File: config.mk
export PLATFORM = sky130hd
export DESIGN_NAME = lsu_sbuf
export DESIGN_NICKNAME = d
export VERILOG_FILES = /design/src/rtl/lsu_pkg.sv /design/src/rtl/lsu_store_fifo.sv /design/src/rtl/lsu_sbuf.sv
export SDC_FILE = /design/constraint.sdc
export NUM_CORES = 1
export LEC_CHECK = 0
export ABC_AREA = 1
export ABC_CLOCK_PERIOD_IN_PS = 13650
export CAP_MARGIN = 10
export CORE_UTILIZATION = 54
export CTS_BUF_LIST = sky130_fd_sc_hd__clkbuf_2
export DETAILED_ROUTE_END_ITERATION = 8
export PLACE_DENSITY = 0.83
export SLEW_MARGIN = 20
export SYNTH_ARGS = -nofsm -noshare
export SYNTH_HDL_FRONTEND = slang
export SYNTH_SLANG_ARGS = --single-unit
File: constraint.sdc
create_clock -name clk -period 13.65 [get_ports clk]
set_input_delay 2.0475 -clock clk [delete_from_list [all_inputs] [get_ports clk]]
set_output_delay 2.0475 -clock clk [all_outputs]
set_load 0.02 [all_outputs]
File: src/rtl/lsu_pkg.sv
// Shared types and constants for the MEM-stage load/store unit with posted-store buffer.
package lsu_pkg;

  typedef enum logic [1:0] {
    IDLE  = 2'd0,
    DRAIN = 2'd1,
    LOAD  = 2'd2
  } lsu_state_e;

  localparam logic [2:0] SZ_B = 3'd0;
  localparam logic [2:0] SZ_H = 3'd1;
  localparam logic [2:0] SZ_W = 3'd2;
  localparam logic [2:0] SZ_D = 3'd3;

  localparam int unsigned LS_LB  = 10;
  localparam int unsigned LS_LBU = 9;
  localparam int unsigned LS_LD  = 8;
  localparam int unsigned LS_LH  = 7;
  localparam int unsigned LS_LHU = 6;
  localparam int unsigned LS_LW  = 5;
  localparam int unsigned LS_LWU = 4;
  localparam int unsigned LS_SB  = 3;
  localparam int unsigned LS_SD  = 2;
  localparam int unsigned LS_SH  = 1;
  localparam int unsigned LS_SW  = 0;

  // Entry is sized for the widest configuration; narrower builds use the low bits.
  localparam int unsigned MAX_AW   = 64;
  localparam int unsigned MAX_XLEN = 64;
  localparam int unsigned MAX_NB   = MAX_XLEN / 8;

  typedef struct packed {
    logic [MAX_AW-1:0]   addr;
    logic [MAX_XLEN-1:0] wdata;
    logic [MAX_NB-1:0]   wstrb;
    logic [2:0]          size;
  } sb_entry_t;

  function automatic logic [7:0] size_mask(input logic [2:0] sz);
    case (sz)
      SZ_B:    size_mask = 8'h01;
      SZ_H:    size_mask = 8'h03;
      SZ_W:    size_mask = 8'h0F;
      default: size_mask = 8'hFF;
    endcase
  endfunction

endpackage

File: src/rtl/lsu_store_fifo.sv
// Circular store buffer: push at tail, pop at head, count-based full/empty.
module lsu_store_fifo
  import lsu_pkg::*;
#(
  parameter int unsigned DEPTH = 4,
  parameter int unsigned W     = 8
) (
  input  logic         clk,
  input  logic         rst_n,
  input  logic         push,
  input  logic         pop,
  input  logic [W-1:0] din,
  output logic         full,
  output logic         empty,
  output logic [W-1:0] head
);

  localparam int unsigned PW = $clog2(DEPTH);

  logic [PW-1:0] wr_ptr_q, wr_ptr_d;
  logic [PW-1:0] rd_ptr_q, rd_ptr_d;
  logic [PW:0]   count_q, count_d;
  logic [W-1:0]  mem_q [DEPTH];
  logic [W-1:0]  mem_d [DEPTH];
  logic          push_ok, pop_ok;

  assign full  = (count_q == (PW+1)'(DEPTH));
  assign empty = (count_q == '0);
  assign head  = mem_q[rd_ptr_q];

  always_comb begin
    push_ok  = push && !full;
    pop_ok   = pop && !empty;
    // Power-of-two depth lets the pointers wrap by natural overflow.
    wr_ptr_d = wr_ptr_q + PW'(push_ok);
    rd_ptr_d = rd_ptr_q + PW'(pop_ok);
    count_d  = count_q + (PW+1)'(push_ok) - (PW+1)'(pop_ok);
    mem_d    = mem_q;
    if (push_ok) mem_d[wr_ptr_q] = din;
  end

  always_ff @(posedge clk or negedge rst_n) begin
    if (!rst_n) begin
      wr_ptr_q <= '0;
      rd_ptr_q <= '0;
      count_q  <= '0;
    end else begin
      wr_ptr_q <= wr_ptr_d;
      rd_ptr_q <= rd_ptr_d;
      count_q  <= count_d;
    end
  end

  always_ff @(posedge clk) begin
    mem_q <= mem_d;
  end

endmodule

File: src/rtl/lsu_sbuf.sv
// MEM-stage load/store unit: posted-store buffer draining to a valid/ready RAM port,
// loads ordered behind buffered stores, lane alignment and misalignment detection.
module lsu_sbuf
  import lsu_pkg::*;
#(
  parameter int unsigned XLEN     = 64,
  parameter int unsigned AW       = 64,
  parameter int unsigned SB_DEPTH = 4
) (
  input  logic              clk,
  input  logic              rst_n,
  input  logic [AW-1:0]     i_mem_addr,
  input  logic [XLEN-1:0]   i_mem_wdata,
  input  logic [10:0]       i_ls_info,
  input  logic              i_mem_read,
  input  logic              i_mem_write,
  output logic [AW-1:0]     o_ram_addr,
  output logic              o_ram_valid,
  output logic              o_ram_wen,
  output logic [XLEN-1:0]   o_ram_wdata,
  output logic [XLEN/8-1:0] o_ram_wstrb,
  output logic [2:0]        o_ram_size,
  input  logic              i_ram_ready,
  input  logic [XLEN-1:0]   i_ram_rdata,
  input  logic [XLEN-1:0]   i_rd_data,
  input  logic [4:0]        i_rd_addr,
  input  logic              i_rd_wen,
  output logic [XLEN-1:0]   o_rd_data,
  output logic [4:0]        o_rd_addr,
  output logic              o_rd_wen,
  output logic [XLEN-1:0]   o_mem_rdata,
  output logic              o_mem_read,
  output logic              o_misalign,
  output logic              o_sb_empty,
  output logic              o_hold
);

  localparam int unsigned NB   = XLEN / 8;
  localparam int unsigned OFFW = $clog2(NB);
  localparam int unsigned EW   = $bits(sb_entry_t);

  lsu_state_e      state_q, state_d;
  logic [10:0]     info;
  logic [2:0]      size;
  logic [OFFW-1:0] off;
  logic            mis, load_req, store_req, ld_done;
  logic            sb_push, sb_pop, sb_full, sb_empty;
  logic [XLEN-1:0] wdata_sh, rdata_sh;
  logic [NB-1:0]   wstrb_sh;
  sb_entry_t       push_entry, head_entry;

  assign off        = i_mem_addr[OFFW-1:0];
  assign o_rd_data  = i_rd_data;
  assign o_rd_addr  = i_rd_addr;
  assign o_mem_read = i_mem_read;
  assign o_sb_empty = sb_empty;

  always_comb begin
    info = i_ls_info;
    if (XLEN == 32) begin
      info[LS_LD]  = 1'b0;
      info[LS_LWU] = 1'b0;
      info[LS_SD]  = 1'b0;
    end
    size = SZ_B;
    if (info[LS_LB] | info[LS_LBU] | info[LS_SB]) size = SZ_B;
    if (info[LS_LH] | info[LS_LHU] | info[LS_SH]) size = SZ_H;
    if (info[LS_LW] | info[LS_LWU] | info[LS_SW]) size = SZ_W;
    if (info[LS_LD] | info[LS_SD])                size = SZ_D;
    case (size)
      SZ_H:    mis = i_mem_addr[0];
      SZ_W:    mis = |i_mem_addr[1:0];
      SZ_D:    mis = |i_mem_addr[2:0];
      default: mis = 1'b0;
    endcase
    o_misalign = (i_mem_read | i_mem_write) & mis;
    load_req   = i_mem_read & ~mis;
    store_req  = i_mem_write & ~mis;
  end

  always_comb begin
    wdata_sh              = i_mem_wdata << {off, 3'b000};
    wstrb_sh              = NB'(size_mask(size)) << off;
    push_entry            = '0;
    push_entry.addr       = MAX_AW'(i_mem_addr);
    push_entry.wdata      = MAX_XLEN'(wdata_sh);
    push_entry.wstrb      = MAX_NB'(wstrb_sh);
    push_entry.size       = size;
    sb_push               = store_req & ~sb_full;
  end

  lsu_store_fifo #(
    .DEPTH (SB_DEPTH),
    .W     (EW)
  ) u_fifo (
    .clk   (clk),
    .rst_n (rst_n),
    .push  (sb_push),
    .pop   (sb_pop),
    .din   (push_entry),
    .full  (sb_full),
    .empty (sb_empty),
    .head  (head_entry)
  );

  always_ff @(posedge clk or negedge rst_n) begin
    if (!rst_n) state_q <= IDLE;
    else        state_q <= state_d;
  end

  always_comb begin
    state_d     = state_q;
    sb_pop      = 1'b0;
    o_ram_valid = 1'b0;
    o_ram_wen   = 1'b0;
    o_ram_addr  = '0;
    o_ram_wdata = '0;
    o_ram_wstrb = '0;
    o_ram_size  = '0;
    unique case (state_q)
      IDLE: begin
        // A store being enqueued this cycle counts as pending so it reaches RAM next cycle.
        if (!sb_empty || sb_push) state_d = DRAIN;
        else if (load_req)        state_d = LOAD;
      end
      DRAIN: begin
        o_ram_valid = 1'b1;
        o_ram_wen   = 1'b1;
        o_ram_addr  = head_entry.addr[AW-1:0];
        o_ram_wdata = head_entry.wdata[XLEN-1:0];
        o_ram_wstrb = head_entry.wstrb[NB-1:0];
        o_ram_size  = head_entry.size;
        if (i_ram_ready) begin
          sb_pop  = 1'b1;
          state_d = IDLE;
        end
      end
      LOAD: begin
        o_ram_valid = 1'b1;
        o_ram_addr  = i_mem_addr;
        o_ram_size  = size;
        if (i_ram_ready) state_d = IDLE;
      end
      default: state_d = IDLE;
    endcase
  end

  always_comb begin
    ld_done = (state_q == LOAD) && i_ram_ready;
    o_hold  = (load_req && !ld_done) || (store_req && sb_full);
    if (o_misalign)    o_rd_wen = 1'b0;
    else if (load_req) o_rd_wen = ld_done;
    else               o_rd_wen = i_rd_wen && !o_hold;
  end

  always_comb begin
    rdata_sh = i_ram_rdata >> {off, 3'b000};
    if (info[LS_LB])       o_mem_rdata = XLEN'($signed(rdata_sh[7:0]));
    else if (info[LS_LBU]) o_mem_rdata = XLEN'(rdata_sh[7:0]);
    else if (info[LS_LH])  o_mem_rdata = XLEN'($signed(rdata_sh[15:0]));
    else if (info[LS_LHU]) o_mem_rdata = XLEN'(rdata_sh[15:0]);
    else if (info[LS_LW])  o_mem_rdata = XLEN'($signed(rdata_sh[31:0]));
    else if (info[LS_LWU]) o_mem_rdata = XLEN'(rdata_sh[31:0]);
    else                   o_mem_rdata = rdata_sh;
  end

endmodule

==> out/metrics.cfg, run 1 <==
[hold_path]
hp-class = register to register

[timing]
timing.fmax_mhz = 124
period_share_pct = 59.1
worst_pin_slew_ns = 1.14
final-hold-violation-count = 0
period_needed_ns = 8.06
maxSlewHeadroom_pct = 23.2
clock_skew_ns = 0.0990
whs_ns = 0.601
setup-violations-final = 0
slew_viol_final = 0
fin_tns_setup_ns = 0
rsz0062_at_grt = no

[setup_path]
crit_fanout = 79
worstPathRequired_ns = 11.60
r2r-end = u_fifo.mem_q[0]$_DFFE_PP_
worst-r2r-setup-slack_ns = 10.69
setup.worst_path.start = i_mem_addr[0]
cp-end-kind = output pin
reg2reg_from = u_fifo.count_q[1]$_DFF_PN0_
endpoint = o_mem_rdata[52]
reg2regPathDepth = 5
cp.arrival_ns = 6.02
worstSetupStartpointType = primary input
worst-setup-path-type = primary input to output pin

[clock_network]
clk_path_buf_depth = 3
htree_levels = 4
clkLatencyLatePin_ns = 1.10
postCtsSetupRepairBufs = 0
hold_buffers = 0
path_clk_slew_ns = 0.09
cts_made_buffers = 132
cts-root-buf = clkbuf_2
ctsResizeCount = 0
numClockSinks = 561
cts_tree = done

[run_status]
status = finished clean

[synthesis]
synth_area_mm2 = 0.0274
synth_top_area_share_pct = 60.4
synthCells = 2875
synthArstFlopShare_pct = 1.60
synth_area_leader_cell = edfxtp_1
yosysMostFrequentCell = nand2_1
synth-seq-cells = 561
syn_nets = 3161
ys_top_cells_by_area = edfxtp_1 60%, nand2_1 8.7%, o21ai_0 6.8%
avgSynthCellArea_um2 = 9.54
synth_edf_count = 552
synthMuxAreaShare_pct = 0.839
synthAdderAreaFrac_pct = 0.392
synth-main-ff-cell = edfxtp_1
synth-compound-area-share_pct = 12.5
synth_top_family_by_area = simple AND/OR/NAND/NOR gates
synthTopCellsByCount = 635 x nand2_1, 552 x edfxtp_1, 475 x nor2_1, 372 x o21ai_0, 175 x a21oi_1
yosys_warnings = 0
synthXorXnorAreaFrac_pct = 0.128
yosys.area_share.simple_pct = 18.3
synth.distinct_cells = 37
seq_area_frac_synth_pct = 61.2

[global_routing]
grt_pass1_wl_um = 125000
antenna_found_initial = 4
first_global_vias = 21700
overflow = 0
grt_max_degree = 110
grt_usage_pct = 32.2

[die]
ioPinCount = 557
die_w_um = 227
dieArea_mm2 = 0.0517
start_util_pct = 54.7
coreArea_mm2 = 0.0502
die_y_um = 227
fp-row-count = 82

[place]
port_buffers = 416
hpwlAfterDp_um = 54200
gp_congestion = 1.03

[detailed_routing]
via_per_inst = 5.87
initialDrtViolationCount = 2582
wl_per_cell_um = 21.6
drc_errors = 0
first_pass_iters = 5
drt-total-wl_um = 85200
antenna_left = 0
vias = 23200

[layout]
fillerInstances = 3868
final_nets = 3464
syn2layout_area_growth_pct = 18.3
utilization_pct = 64.7
drive_gt1_share_pct = 8.08

[power]
power.leakage_uw = 0.0118
pwr_density_cell_mw_per_mm2 = 170
ir_worst_vdd_mv = 0.169

[job]
cap_violations = 0

## placed cells by master (no fill, tap or decap), types with 2 or more instances in the layout
cell type,instances
a21oi_1,175
a22oi_1,2
buf_2,2
buf_4,34
buf_6,2
bufinv_16,4
clkbuf_2,183
clkdlybuf4s50_1,413
clkinv_1,35
clkinv_2,4
clkinv_4,2
clkinvlp_4,4
dfrtp_1,7
dfrtp_4,2
diode_2,3
edfxtp_1,552
ha_1,5
ha_2,2
inv_1,63
inv_2,7
inv_4,2
mux2i_1,23
nand2_1,634
nand2_2,3
nand3_1,147
nand3_2,2
nor2_1,475
nor2_2,2
nor2_4,2
nor3_1,2
nor3_2,4
o211ai_1,14
o21ai_0,372
o21ai_1,7
o22ai_1,73
o31ai_1,5
xnor2_1,2
xor2_1,2
## cell families after synthesis
logic type / Yosys count
xor+xnor: 4
other cells: 1
buf+inv: 354
fa+ha+maj: 8
simple gates: 1273
mux: 23
compound gates: 651
flops: 561
## routing by layer
layer | up-vias | global-route usage (%) | routed length (µm)
li1 | 10500 | - | -
met4 | 4 | 13.3 | 2690
met2 | 1470 | 52.8 | 41400
met3 | 165 | 8.61 | 9670
met5 | - | 0 | 27
met1 | 11000 | 40.4 | 31400
## where the power goes
part           switching, µW  internal, µW  leakage (µW)
Combinational           1570           830       0.00581
Sequential              56.9          1980       0.00511
Clock                    650           442      0.000908
Total                   2280          3250        0.0118
## how the worst min path moves through the flow
stage	cells after the start	slack, ns	end	startpoint
2_1_floorplan	1	0.47	u_fifo.rd_ptr_q[0]$_DFF_PN0_	u_fifo.rd_ptr_q[0]$_DFF_PN0_
3_3_place_gp	1	0.53	u_fifo.wr_ptr_q[1]$_DFF_PN0_	u_fifo.wr_ptr_q[1]$_DFF_PN0_
3_5_place_dp	1	0.57	u_fifo.wr_ptr_q[1]$_DFF_PN0_	u_fifo.wr_ptr_q[1]$_DFF_PN0_
4_1_cts	1	0.59	u_fifo.wr_ptr_q[1]$_DFF_PN0_	u_fifo.wr_ptr_q[1]$_DFF_PN0_
5_1_grt	1	0.62	u_fifo.wr_ptr_q[1]$_DFF_PN0_	u_fifo.wr_ptr_q[1]$_DFF_PN0_
6_report	1	0.60	u_fifo.wr_ptr_q[1]$_DFF_PN0_	u_fifo.wr_ptr_q[1]$_DFF_PN0_
## sequential cells by signal (all words and copies together) (netlist names)
| signal | flops |
|---|---|
| state_q | 2 |
| u_fifo.count_q | 3 |
| u_fifo.rd_ptr_q | 2 |
| u_fifo.mem_q | 552 |
| u_fifo.wr_ptr_q | 2 |
## per-stage QoR
stage | std cells | worst slack (ns) | area, µm² | total power [µW]
floorplan | 2875 | 0.594 | 27400 | 3530
global placement | 3715 | 5.72 | 31200 | 4370
detailed placement | 3716 | 5.67 | 31200 | 4450
CTS | 3950 | 5.66 | 32400 | 5540
global route | 3952 | 5.37 | 32500 | 5820
finish | 3953 | 5.59 | 32500 | 5530
## cell type report
type | instances | area (µm²) | area share (%)
Timing Repair Buffer | 452 | 4450 | 13.7
Antenna cell | 3 | 7.51 | 0.0231
Multi-Input combinational cell | 1960 | 8830 | 27.2
Inverter | 71 | 278 | 0.856
Clock buffer | 183 | 916 | 2.82
Sequential cell | 561 | 16800 | 51.8
Clock inverter | 51 | 325 | 1.00
Tap cell | 672 | 841 | 2.59
## worst max-delay path: stages
cell	delay [ns]
buf_4	0.51
buf_4	0.80
inv_2	0.32
nand2_1	0.16
nand3_1	0.11
a21oi_1	0.23
a31oi_2	0.08
nand2_1	0.31
buf_4	0.47
nand2_1	0.25
clkdlybuf4s50_1	0.63
(Power assumes the default switching activity.)
==> run 2, diff against run 1 <==
--- a/config.mk
+++ b/config.mk
@@ -6,7 +6,7 @@
 export NUM_CORES = 1
 export LEC_CHECK = 0
 export ABC_AREA = 1
-export ABC_CLOCK_PERIOD_IN_PS = 13650
+export ABC_CLOCK_PERIOD_IN_PS = 7500
 export CAP_MARGIN = 10
 export CORE_UTILIZATION = 54
 export CTS_BUF_LIST = sky130_fd_sc_hd__clkbuf_2
==> constraint.sdc (replaced) <==
create_clock -name clk -period 7.5 [get_ports clk]
set_input_delay 1.125 -clock clk [delete_from_list [all_inputs] [get_ports clk]]
set_output_delay 1.125 -clock clk [all_outputs]
set_load 0.02 [all_outputs]
==> run 2 against run 1 <==
Against the previous run: via count grew 0.98%; design area about the same; sequential share of layout area hardly changed; routed wire length grew 1.8%; count of clock-buffer cells in the layout is 5 higher; register-to-register slack worse by 6.2 ns; clock skew decreased by 0.032 ns; clock power up 82%; utilization hardly changed; critical path type unchanged; largest power group unchanged; highest routed layer unchanged.
==> out/metrics.cfg, run 2 (synthesis results as in run 1) <==
[setup_path]
slowest_delay_ns = 1.02
path_cells = clkdlybuf4s50_1 -> inv_1 -> nand2_1 -> nand2_1 -> nand2_1 -> nand2_2 -> nand3_1 -> a21oi_1 -> nor2_1 -> clkdlybuf4s50_1
worst-setup-path-type = primary input to output pin
reg2reg_from = state_q[1]$_DFFE_PN0P_
reg2regPathDepth = 11
crit_slowest_cell = clkdlybuf4s50_1
cp.arrival_ns = 4.60
setup.worst_path.start = i_ls_info[6]
cp-end-kind = output pin
worstPathRequired_ns = 6.38
cp_common_cell = nand2_1
worstSetupStartpointType = primary input
crit_fanout = 25

[power]
p_sw_uw = 4130
p_int_uw = 5910
total_power_uw = 10000
clkPwrFrac_pct = 19.7
switching_share_pct = 41.2
pwr_density_cell_mw_per_mm2 = 309
ir_worst_vdd_mv = 0.228
combPwrFrac_pct = 42.9
pwr-share-seq_pct = 37.4
power.leakage_uw = 0.0118

[global_routing]
first_global_vias = 22200
antenna_found_initial = 5
overflow = 0
grt_pass1_wl_um = 127000
grt_usage_pct = 32.8
grt_max_degree = 153

[timing]
maxSlewHeadroom_pct = 23.4
clock_skew_ns = 0.0665
rsz0062_at_grt = no
period_share_pct = 76.4
period_needed_ns = 5.73
timing.fmax_mhz = 175
slew_viol_final = 0
setup-violations-final = 0
final-hold-violation-count = 0
fin_tns_setup_ns = 0
whs_ns = 0.311
worst_pin_slew_ns = 1.14

[layout]
largest_reg_flops = 552
drive_gt1_share_pct = 8.16
utilization_pct = 64.7
regMostFlops = u_fifo.mem_q
fin_area_mm2 = 0.0325
final_nets = 3465
mostFrequentLayoutCell = nand2_1
syn2layout_area_growth_pct = 18.4
reg.largest.list = u_fifo.mem_q (552), u_fifo.count_q (3)
final_cell_mix = 635 x nand2_1, 552 x edfxtp_1, 475 x nor2_1, 413 x clkdlybuf4s50_1, 372 x o21ai_0

[detailed_routing]
initialDrtViolationCount = 2731
vias = 23400
first_pass_iters = 6
drc_errors = 0
via_per_inst = 5.93
wl_per_cell_um = 22.0
drt-total-wl_um = 86700
antenna_left = 0

[place]
hpwlAfterDp_um = 55100
port_buffers = 416
gp_congestion = 0.975
dpl_cell_area_mm2 = 0.0313

[die]
coreArea_mm2 = 0.0502
dieArea_mm2 = 0.0517
die_y_um = 227
start_util_pct = 54.7
die_w_um = 227
ioPinCount = 557
fp-row-count = 82

[clock_network]
hold_buffers = 0
numClockSinks = 561
cts-root-buf = clkbuf_2
cts_tree = done
ctsResizeCount = 0
clkLatencyLatePin_ns = 1.15
postCtsSetupRepairBufs = 0
path_clk_slew_ns = 0.11
clk_path_buf_depth = 3
htree_levels = 4
cts_made_buffers = 133

[run_status]
status = finished clean

[hold_path]
hp-class = primary input to asynchronous set/reset pin

[job]
cap_violations = 0

-- run 2: cell types whose count changed in the layout (fill, tap and decap cells not counted), moves of 4 or more --
cell      previous run  this run
clkinv_1            35        28
clkbuf_2           183       188
buf_12               0         4
nor3_2               4         0
nor3_4               0         4
-- run 2: final timing paths --
kind / to / slack [ns]
min in group clk: u_fifo.mem_q[353]$_DFFE_PP_ / 0.57
min reg2reg: u_fifo.wr_ptr_q[1]$_DFF_PN0_ / 0.63
max reg2reg: u_fifo.count_q[2]$_DFF_PN0_ / 4.45
min: state_q[1]$_DFFE_PN0P_ / 0.31
max in group asynchronous: u_fifo.rd_ptr_q[0]$_DFF_PN0_ / 6.81
max: o_rd_wen / 1.77
-- run 2: per-stage QoR --
step	instances	setup WS, ns
floorplan	2875	-0.388
global placement	3716	1.93
detailed placement	3716	1.90
CTS	3946	1.79
global route	3948	1.56
finish	3949	1.77
-- run 2: layout make-up --
type	instances	area (µm²)
timing repair buffer	452	4470
fill	3888	17700
multi-input combinational	1960	8860
inverter	71	277
clock buffer	188	941
antenna	3	7.51
sequential	561	16800
clock inverter	42	278
tap	672	841
-- run 2: per-layer routing --
layer / share of wire [%] / GRT usage [%] / vias up
li1: - / - / 10500
met1: 37 / 41.2 / 11100
met2: 48 / 54.1 / 1556
met3: 10 / 7.54 / 200
met4: 3.9 / 14.8 / 4
met5: 0.029 / 0 / -
-- run 2: power groups by stage --
stage | sequential (µW) | clock, µW | combinational (µW)
after floorplan | 3730 | 0 | 2680
after global placement | 3810 | 0 | 4160
after detailed placement | 3820 | 0 | 4270
after CTS | 3750 | 2010 | 4290
after global routing | 3770 | 2160 | 4630
final | 3760 | 1980 | 4310
-- run 2: critical path, delay by kind of cell --
family	cells	cell delay, ns
AOI/OAI and AO/OA	1	0.10
buffers and inverters	3	2.28
and+or+nand+nor	6	1.06
